**src/rtl/wb_resp_pkg.sv**
```systemverilog
// Shared types and helpers for the Wishbone memory responder.
//   resp_t   : one response slot (valid, err, irq, read data)
//   LFSR_TAPS: feedback mask for the 16-bit Fibonacci LFSR (x^16 + x^14 + x^13 + x^11 + 1)
//   classify : decides ack/err/irq for a request at accept time
package wb_resp_pkg;

    typedef struct packed {
        logic        valid;
        logic        err;
        logic        irq;
        logic [31:0] data;
    } resp_t;

    // Bits 15, 13, 12, 10 of the state correspond to taps 16, 14, 13, 11.
    localparam logic [15:0] LFSR_TAPS = 16'hB400;

    // Returns a valid response slot with err/irq resolved; data is filled by the caller.
    // Forced error wins over everything, then the doorbell, then the RAM range check.
    function automatic resp_t classify(
        input logic [31:0] addr,
        input logic        we,
        input logic        force_err,
        input logic [31:0] depth,
        input logic [31:0] doorbell
    );
        resp_t r;
        r       = '0;
        r.valid = 1'b1;
        if (force_err) begin
            r.err = 1'b1;
        end else if (addr == doorbell) begin
            r.irq = we;
        end else if (addr >= depth) begin
            r.err = 1'b1;
        end
        return r;
    endfunction

endpackage

```
**src/rtl/lfsr16.sv**
```systemverilog
// 16-bit Fibonacci LFSR, shifts left every cycle, reloads SEED on reset.
//   i_clk   : clock
//   i_rst_n : asynchronous active-low reset
//   o_state : current LFSR state
module lfsr16
    import wb_resp_pkg::*;
#(
    parameter logic [15:0] SEED = 16'hACE1
) (
    input  logic        i_clk,
    input  logic        i_rst_n,
    output logic [15:0] o_state
);

    logic [15:0] state_q, state_d;

    always_comb begin
        state_d = {state_q[14:0], ^(state_q & LFSR_TAPS)};
    end

    always_ff @(posedge i_clk or negedge i_rst_n) begin
        if (!i_rst_n) begin
            state_q <= SEED;
        end else begin
            state_q <= state_d;
        end
    end

    assign o_state = state_q;

endmodule

```
**src/rtl/wb_mem_responder.sv**
```systemverilog
// Pipelined Wishbone B4 responder backed by a word RAM, with fixed response latency,
// random/forced stalls, error injection and a doorbell interrupt.
//   i_clk, i_rst_n         : clock, asynchronous active-low reset
//   i_wb_cyc/stb/we        : bus cycle, request strobe, write enable
//   i_wb_addr, i_wb_data   : word address, write data
//   o_wb_ack, o_wb_err     : success / error response (exactly one per accepted request)
//   o_wb_stall             : request not accepted this cycle
//   o_wb_data              : read data, zero unless acking a read
//   i_force_stall          : forces stall
//   i_force_error          : the request accepted this cycle will respond with err
//   o_irq                  : one-cycle pulse alongside the ack of a doorbell write
module wb_mem_responder
    import wb_resp_pkg::*;
#(
    parameter int unsigned DEPTH         = 128,
    parameter int unsigned LATENCY       = 2,
    parameter int unsigned STALL_EN      = 1,
    parameter logic [15:0] LFSR_SEED     = 16'hACE1,
    parameter logic [31:0] DOORBELL_ADDR = 32'hFFFF_0000
) (
    input  logic        i_clk,
    input  logic        i_rst_n,
    input  logic        i_wb_cyc,
    input  logic        i_wb_stb,
    input  logic        i_wb_we,
    input  logic [31:0] i_wb_addr,
    input  logic [31:0] i_wb_data,
    output logic        o_wb_ack,
    output logic        o_wb_err,
    output logic        o_wb_stall,
    output logic [31:0] o_wb_data,
    input  logic        i_force_stall,
    input  logic        i_force_error,
    output logic        o_irq
);

    localparam int unsigned AW      = (DEPTH > 1) ? $clog2(DEPTH) : 1;
    localparam logic [31:0] DEPTH_W = 32'(DEPTH);

    logic [15:0]   lfsr;
    logic          stall;
    logic          accept;
    logic          ram_hit;
    logic          ram_we;
    logic [AW-1:0] ram_idx;
    logic [31:0]   ram_q [DEPTH];
    resp_t         req;
    resp_t         head;

    // acc_q captures the classified request and its RAM read at the accept edge; the pipe
    // then delays it by LATENCY more edges so the response appears after edge N+LATENCY.
    resp_t acc_d, acc_q;
    resp_t pipe_d [LATENCY];
    resp_t pipe_q [LATENCY];

    logic unused_lfsr;
    assign unused_lfsr = ^lfsr[15:2];

    lfsr16 #(
        .SEED(LFSR_SEED)
    ) u_lfsr (
        .i_clk  (i_clk),
        .i_rst_n(i_rst_n),
        .o_state(lfsr)
    );

    always_comb begin
        stall   = i_force_stall | ((STALL_EN != 0) & lfsr[0] & lfsr[1]);
        accept  = i_wb_cyc & i_wb_stb & ~stall;
        ram_idx = i_wb_addr[AW-1:0];
        req     = classify(i_wb_addr, i_wb_we, i_force_error, DEPTH_W, DOORBELL_ADDR);
        // Not an error and not the doorbell means an in-range RAM access.
        ram_hit = accept & ~req.err & (i_wb_addr != DOORBELL_ADDR);
        ram_we  = ram_hit & i_wb_we;

        acc_d = '0;
        if (accept) begin
            acc_d = req;
            if (ram_hit && !i_wb_we) begin
                acc_d.data = ram_q[ram_idx];
            end
        end

        pipe_d[0] = acc_q;
        for (int i = 1; i < LATENCY; i++) begin
            pipe_d[i] = pipe_q[i-1];
        end
        // Cycle abort squashes everything in flight; committed writes stay.
        if (!i_wb_cyc) begin
            for (int i = 0; i < LATENCY; i++) begin
                pipe_d[i] = '0;
            end
        end
    end

    always_ff @(posedge i_clk or negedge i_rst_n) begin
        if (!i_rst_n) begin
            acc_q <= '0;
            for (int i = 0; i < LATENCY; i++) begin
                pipe_q[i] <= '0;
            end
        end else begin
            acc_q <= acc_d;
            for (int i = 0; i < LATENCY; i++) begin
                pipe_q[i] <= pipe_d[i];
            end
        end
    end

    // RAM contents survive reset.
    always_ff @(posedge i_clk) begin
        if (ram_we) begin
            ram_q[ram_idx] <= i_wb_data;
        end
    end

    always_comb begin
        head       = pipe_q[LATENCY-1];
        // Gating with cyc hides a response due in the same cycle the master aborts.
        o_wb_ack   = i_wb_cyc & head.valid & ~head.err;
        o_wb_err   = i_wb_cyc & head.valid & head.err;
        o_irq      = o_wb_ack & head.irq;
        o_wb_data  = o_wb_ack ? head.data : 32'h0;
        o_wb_stall = stall;
    end

endmodule

```
**config.mk**
```make
export PLATFORM = sky130hd
export DESIGN_NAME = wb_mem_responder
export DESIGN_NICKNAME = d
export VERILOG_FILES = /design/src/rtl/wb_resp_pkg.sv /design/src/rtl/lfsr16.sv /design/src/rtl/wb_mem_responder.sv
export SDC_FILE = /design/constraint.sdc
export NUM_CORES = 2
export LEC_CHECK = 0
export CORE_MARGIN = 1.5
export CORE_UTILIZATION = 30
export CTS_CLUSTER_DIAMETER = 30
export DETAILED_ROUTE_END_ITERATION = 8
export HOLD_SLACK_MARGIN = 0.03
export PLACE_DENSITY = 0.5
export SETUP_SLACK_MARGIN = 0.5
export SLEW_MARGIN = 10
export SYNTH_ARGS = -nofsm -noshare
export SYNTH_HDL_FRONTEND = slang
export SYNTH_SLANG_ARGS = --single-unit
```
**constraint.sdc**
```tcl
create_clock -name i_clk -period 10 [get_ports i_clk]
set_clock_uncertainty 0.15 [all_clocks]
set_input_delay 3 -clock i_clk [delete_from_list [all_inputs] [get_ports i_clk]]
set_output_delay 3 -clock i_clk [all_outputs]
set_load 0.02 [all_outputs]
```
# Word level (Yosys, flattened, before mapping)
# Memories as Yosys holds them, arrays and structs flattened.
# Index checks and enable logic that the tools add are counted.
# W data, S select, Z words.
# word_totals
out_inout_bits	36
n_memories	1
register_bits	121
ram_bits	4096
# classes
n_lt_le_gt_ge	1
reduce_logical	3
eq_ne	2
n_mux	11
n_bitwise	14
# memory_table
memory	depth	word_bits	rd	rd_clocked_by_memory_dff	wr	line_no	source
ram_q	128	32	1	0	1	wb_mem_responder.sv:46	logic [31:0] ram_q [DEPTH];
# ops
operator	n
$mux W70	1
$mux W32	2
$mux W35	1
$eq A32 B32 Y1 const B	1
$ge A32 B8 Y1 const B	1
$ne A32 B32 Y1 const B	1
$reduce_xor A16 Y1	1
$and A1 B1 Y1	10
$mux W1	7
$not A1 Y1	3
$logic_and A1 B1 Y1	1
$logic_not A1 Y1	1
$or A1 B1 Y1	1

# Logic depth before layout (Yosys ltp)
# logic_depth
word_depth	10
depth_mapped	13
mapped_depth_nobuf	7

# Modules after synthesis
# From an unflattened synthesis, not the netlist that was laid out.
# hier_totals
hier_cells	8253
area_unflattened_um2	159962.2
# modules_own_cells
mod	seq_area_each_um2	n_inst	area_each_um2	cells_each
wb_mem_responder	125625.5	1	159412.9	8219
lfsr16	410.4	1	549.3	34

# Worst setup path after synthesis
# Ideal clock, no wire load.
# synth_path
kind	input port to output port
start	in i_wb_cyc
end	out o_wb_data[22]
arrival_time_ps	4171
n_path_buf	2
cell_stages	5
setup_slack_ps	2679
cell_sequence	clkbuf_1 > nand2_1 > nor2_1 > clkbuf_1 > and2_1
# synth_via
elab_chain_len	3
# synth_rtl
element	line_no	source
start, declared	wb_mem_responder.sv:23	input logic i_wb_cyc,
$and A1 B1 Y1 (2 in a row)	wb_mem_responder.sv:120	o_wb_ack = i_wb_cyc & head.valid & ~head.err;
net o_wb_ack	wb_mem_responder.sv:28	output logic o_wb_ack,
$mux W32	wb_mem_responder.sv:123	o_wb_data = o_wb_ack ? head.data : 32'h0;
end, declared	wb_mem_responder.sv:31	output logic [31:0] o_wb_data,
# The timed path passes the listed nets, and every way through them passes these cells.

# Worst setup path after layout
# layout_path
start	in i_wb_cyc
end	out o_wb_data[12]
# layout_via
elab_chain_len	3
# layout_rtl
element	line_no
$and A1 B1 Y1 (2 in a row)	wb_mem_responder.sv:120
$mux W32	wb_mem_responder.sv:123
# Every way passes these cells.

==> flow_metrics.env <==
export IMPL_leakagePower_nw=63.71
export IMPL_tns_ps=0
export IMPL_drc_errors=0
export IMPL_grt_setup_unrepaired="no"
export IMPL_postPlaceCellArea_um2=170000
export IMPL_grt_max_degree=128
export IMPL_mappedNetlistNets=8219
export IMPL_slowest_stage="clkdlybuf4s50_1"
export IMPL_yosys_warnings=0
export IMPL_endpoint_kind="primary output"
export IMPL_post_route_period_util_pct=79.42
export IMPL_p_total_mw=50.62
export IMPL_synth_edf_count=4096
export IMPL_synthTopCellsByArea="edfxtp_1 77%, mux4_2 6.9%, o221ai_1 2.2%"
export IMPL_die_area_um2=537600
export IMPL_gp_congestion=0.9043
export IMPL_yosys_area_top_type="edfxtp_1"
export IMPL_crit_path_cell_trace="buf_2 > buf_4 > nand2_1 > nor2_1 > buf_4 > and2_1 > clkdlybuf4s50_1"
export IMPL_initial_core_util_pct=30.08
export IMPL_place_hpwl_um=323000
export IMPL_cp_max_fo=73
export IMPL_grt_pass1_vias=89040
export IMPL_cp_data_arrival_time_ps=4790
export IMPL_io_pin_count=107
export IMPL_clock_path_buffers=4
export IMPL_maxSlewViolCount=0
export IMPL_max_slew_margin_rel_pct=1.539
export IMPL_antenna_found_initial=70
export IMPL_power_density_nw_per_um2=252.7
export IMPL_period_minus_slack_ps=7942
export IMPL_htreeDepth=6
export IMPL_wl_um=538700
export IMPL_ir_worst_vdd_mv=0.1814
export IMPL_hold_class="reg2reg"
export IMPL_cts_resized_gates=0
export IMPL_drive_gt1_share_pct=26.53
export IMPL_cap_viol_max_count=0
export IMPL_nets=8908
export IMPL_syn_inst=8148
export IMPL_root_buffer="clkbuf_16"
export IMPL_cts_setup_buffers=0
export IMPL_synth_ff_type="edfxtp_1"
export IMPL_tightest_slew_ps=1477
export IMPL_grt_pass1_wl_um=734600
export IMPL_critPathMostFrequentCell="buf_4"
export IMPL_final_hold_viol_count=0
export IMPL_start_kind="input pin"
export IMPL_fmax_mhz=125.9
export IMPL_gr_total_overflow=0
export IMPL_setup_violations=0
export IMPL_drt_iter0_markers=12920
export IMPL_synthArstFlopShare_pct=2.869
export IMPL_grtUsageTotal_pct=19.34
export IMPL_yosysTopAreaCellShare_pct=76.90
export IMPL_fin_area_um2=200300
export IMPL_syn_area_per_cell_um2=19.63
export IMPL_num_vias=89990
export IMPL_synth_seq_cells=4217
export IMPL_die_h_um=733.2
export IMPL_cts_hold_buffers=0
export IMPL_first_pass_iters=8
export IMPL_synthDistinctLibCells=86
export IMPL_netlist_area_um2=160000
export IMPL_portBuffers=106
export IMPL_rows=268
export IMPL_cts_tree="yes"
export IMPL_die_x_um=733.2
export IMPL_status="finished, final reports clean"
export IMPL_critPathKind="in2out"
export IMPL_ys_seq_area_share_pct=78.79
export IMPL_area_delta_synth_final_pct=25.22
export IMPL_clkSlewWorstSetupHoldPaths_ps=50
export IMPL_clock_latency_ps=1140
export IMPL_numCtsBuffers=855
export IMPL_coreArea_um2=531800
export IMPL_wire_per_inst_um=32.39
export IMPL_required_ps=6850
export IMPL_via_per_inst=5.411
export IMPL_ant_nets=0
export IMPL_cts_sink_count=4217
export IMPL_cpPeakStageDelay_ps=610
[cell type report]
type                            count  area [um2]
Sequential cell                  4217      126000
Tap cell                         7020        8783
Clock buffer                      954       21980
Fill cell                       48260      331500
Inverter                           11       61.31
Antenna cell                       26       65.06
Timing Repair Buffer              382        3518
Multi-Input combinational cell   3370       31720
Clock inverter                    652        8142
[worst max-delay path, delay by kind of cell]
kind                   cells  cell delay (ps)
and+or+nand+nor            3              410
buffers and inverters      4             1370
[sequential cells by signal, indices dropped and copies added (netlist names)]
| signal | flops |
|---|---|
| head | 35 |
| acc_q | 35 |
| pipe_q | 35 |
| ram_q | 4096 |
| u_lfsr.o_state | 16 |
[path summary, 6_finish.rpt]
kind                                    from            endpoint  cells past startpoint  slack, ps
max                                 i_wb_cyc       o_wb_data[12]                      7       2060
min in group asynchronous            i_rst_n            head[32]                      1       1780
min reg2reg                u_lfsr.o_state[9]  u_lfsr.o_state[10]                      0        200
min                        u_lfsr.o_state[9]  u_lfsr.o_state[10]                      0        200
max reg2reg                u_lfsr.o_state[1]       ram_q[21][26]                      9       5260
max in group asynchronous            i_rst_n          pipe_q[49]                      2       6610
[kinds of logic after synthesis]
logic type	after synthesis	share of synthesized area [%]
buf+inv	561	2.103
compound gates	1743	7.433
flops	4217	78.79
simple gates	774	2.230
xor+xnor	3	0.01643
mux	850	9.423
[cell usage in the layout (no fill, tap or decap), types with 33 or more instances in the layout]
cell type	instances
a221oi_1	57
buf_12	33
mux2i_1	208
mux2_2	132
clkinv_4	56
clkinv_2	150
clkinv_16	34
nand3_1	98
nor2_4	134
and2_1	104
clkinvlp_4	94
clkdlybuf4s50_1	66
clkbuf_16	863
o22ai_1	480
buf_4	272
nor2_1	163
dfrtp_1	113
clkbuf_1	87
nand2_1	165
a21oi_1	195
bufinv_16	133
o221ai_1	401
o2111ai_1	61
mux4_2	493
o21ai_0	358
clkinv_1	120
edfxtp_1	4096
inv_6	42
[synth_stat cells, drive strengths merged (7+ instances only)]
| cell type | n |
|---|---|
| a21oi | 195 |
| dfrtp | 113 |
| nor4 | 16 |
| buf | 405 |
| inv | 8 |
| mux2 | 134 |
| nand2 | 168 |
| clkbuf | 145 |
| o311ai | 7 |
| a2111oi | 12 |
| nand4 | 26 |
| o211ai | 14 |
| a31oi | 25 |
| nand2b | 8 |
| a221oi | 62 |
| o221ai | 403 |
| a211oi | 30 |
| nor2 | 301 |
| o22ai | 480 |
| o21a | 8 |
| nor3 | 16 |
| nand3 | 107 |
| edfxtp | 4096 |
| dfstp | 8 |
| mux2i | 209 |
| o21ai | 370 |
| a22oi | 15 |
| mux4 | 507 |
| o2111ai | 61 |
| a211o | 10 |
| and2 | 104 |
[through the flow]
| stage | utilization, % | hold slack [ps] | setup slack (ps) | instances |
|---|---|---|---|---|
| 2_1_floorplan | - | 181.2 | 2679 | 8148 |
| 3_3_place_gp | 31.96 | 187.0 | 1903 | 14990 |
| 3_5_place_dp | 31.97 | 187.1 | 1998 | 15000 |
| 4_1_cts | 37.64 | 198.4 | 1994 | 16600 |
| 5_1_grt | 37.65 | 206.2 | 1823 | 16610 |
| 6_report | 37.66 | 196.7 | 2058 | 16630 |
[layer usage]
metal,vias to the layer above,GRT usage (%),share of wire [%]
met5,-,0,0.011
met4,10,8.271,4.5
met1,47920,27.04,41
met2,5026,28.85,44
li1,36110,-,-
met3,937,4.553,10
[power breakdown]
part / internal [mW] / leakage [nW] / switching, mW / total, mW
clock: 19.3 / 14.4 / 9.77 / 29.1
sequential: 19.4 / 38.5 / 0.000176 / 19.4
combinational: 0.525 / 10.8 / 1.58 / 2.10
(Power assumes the default switching activity.)
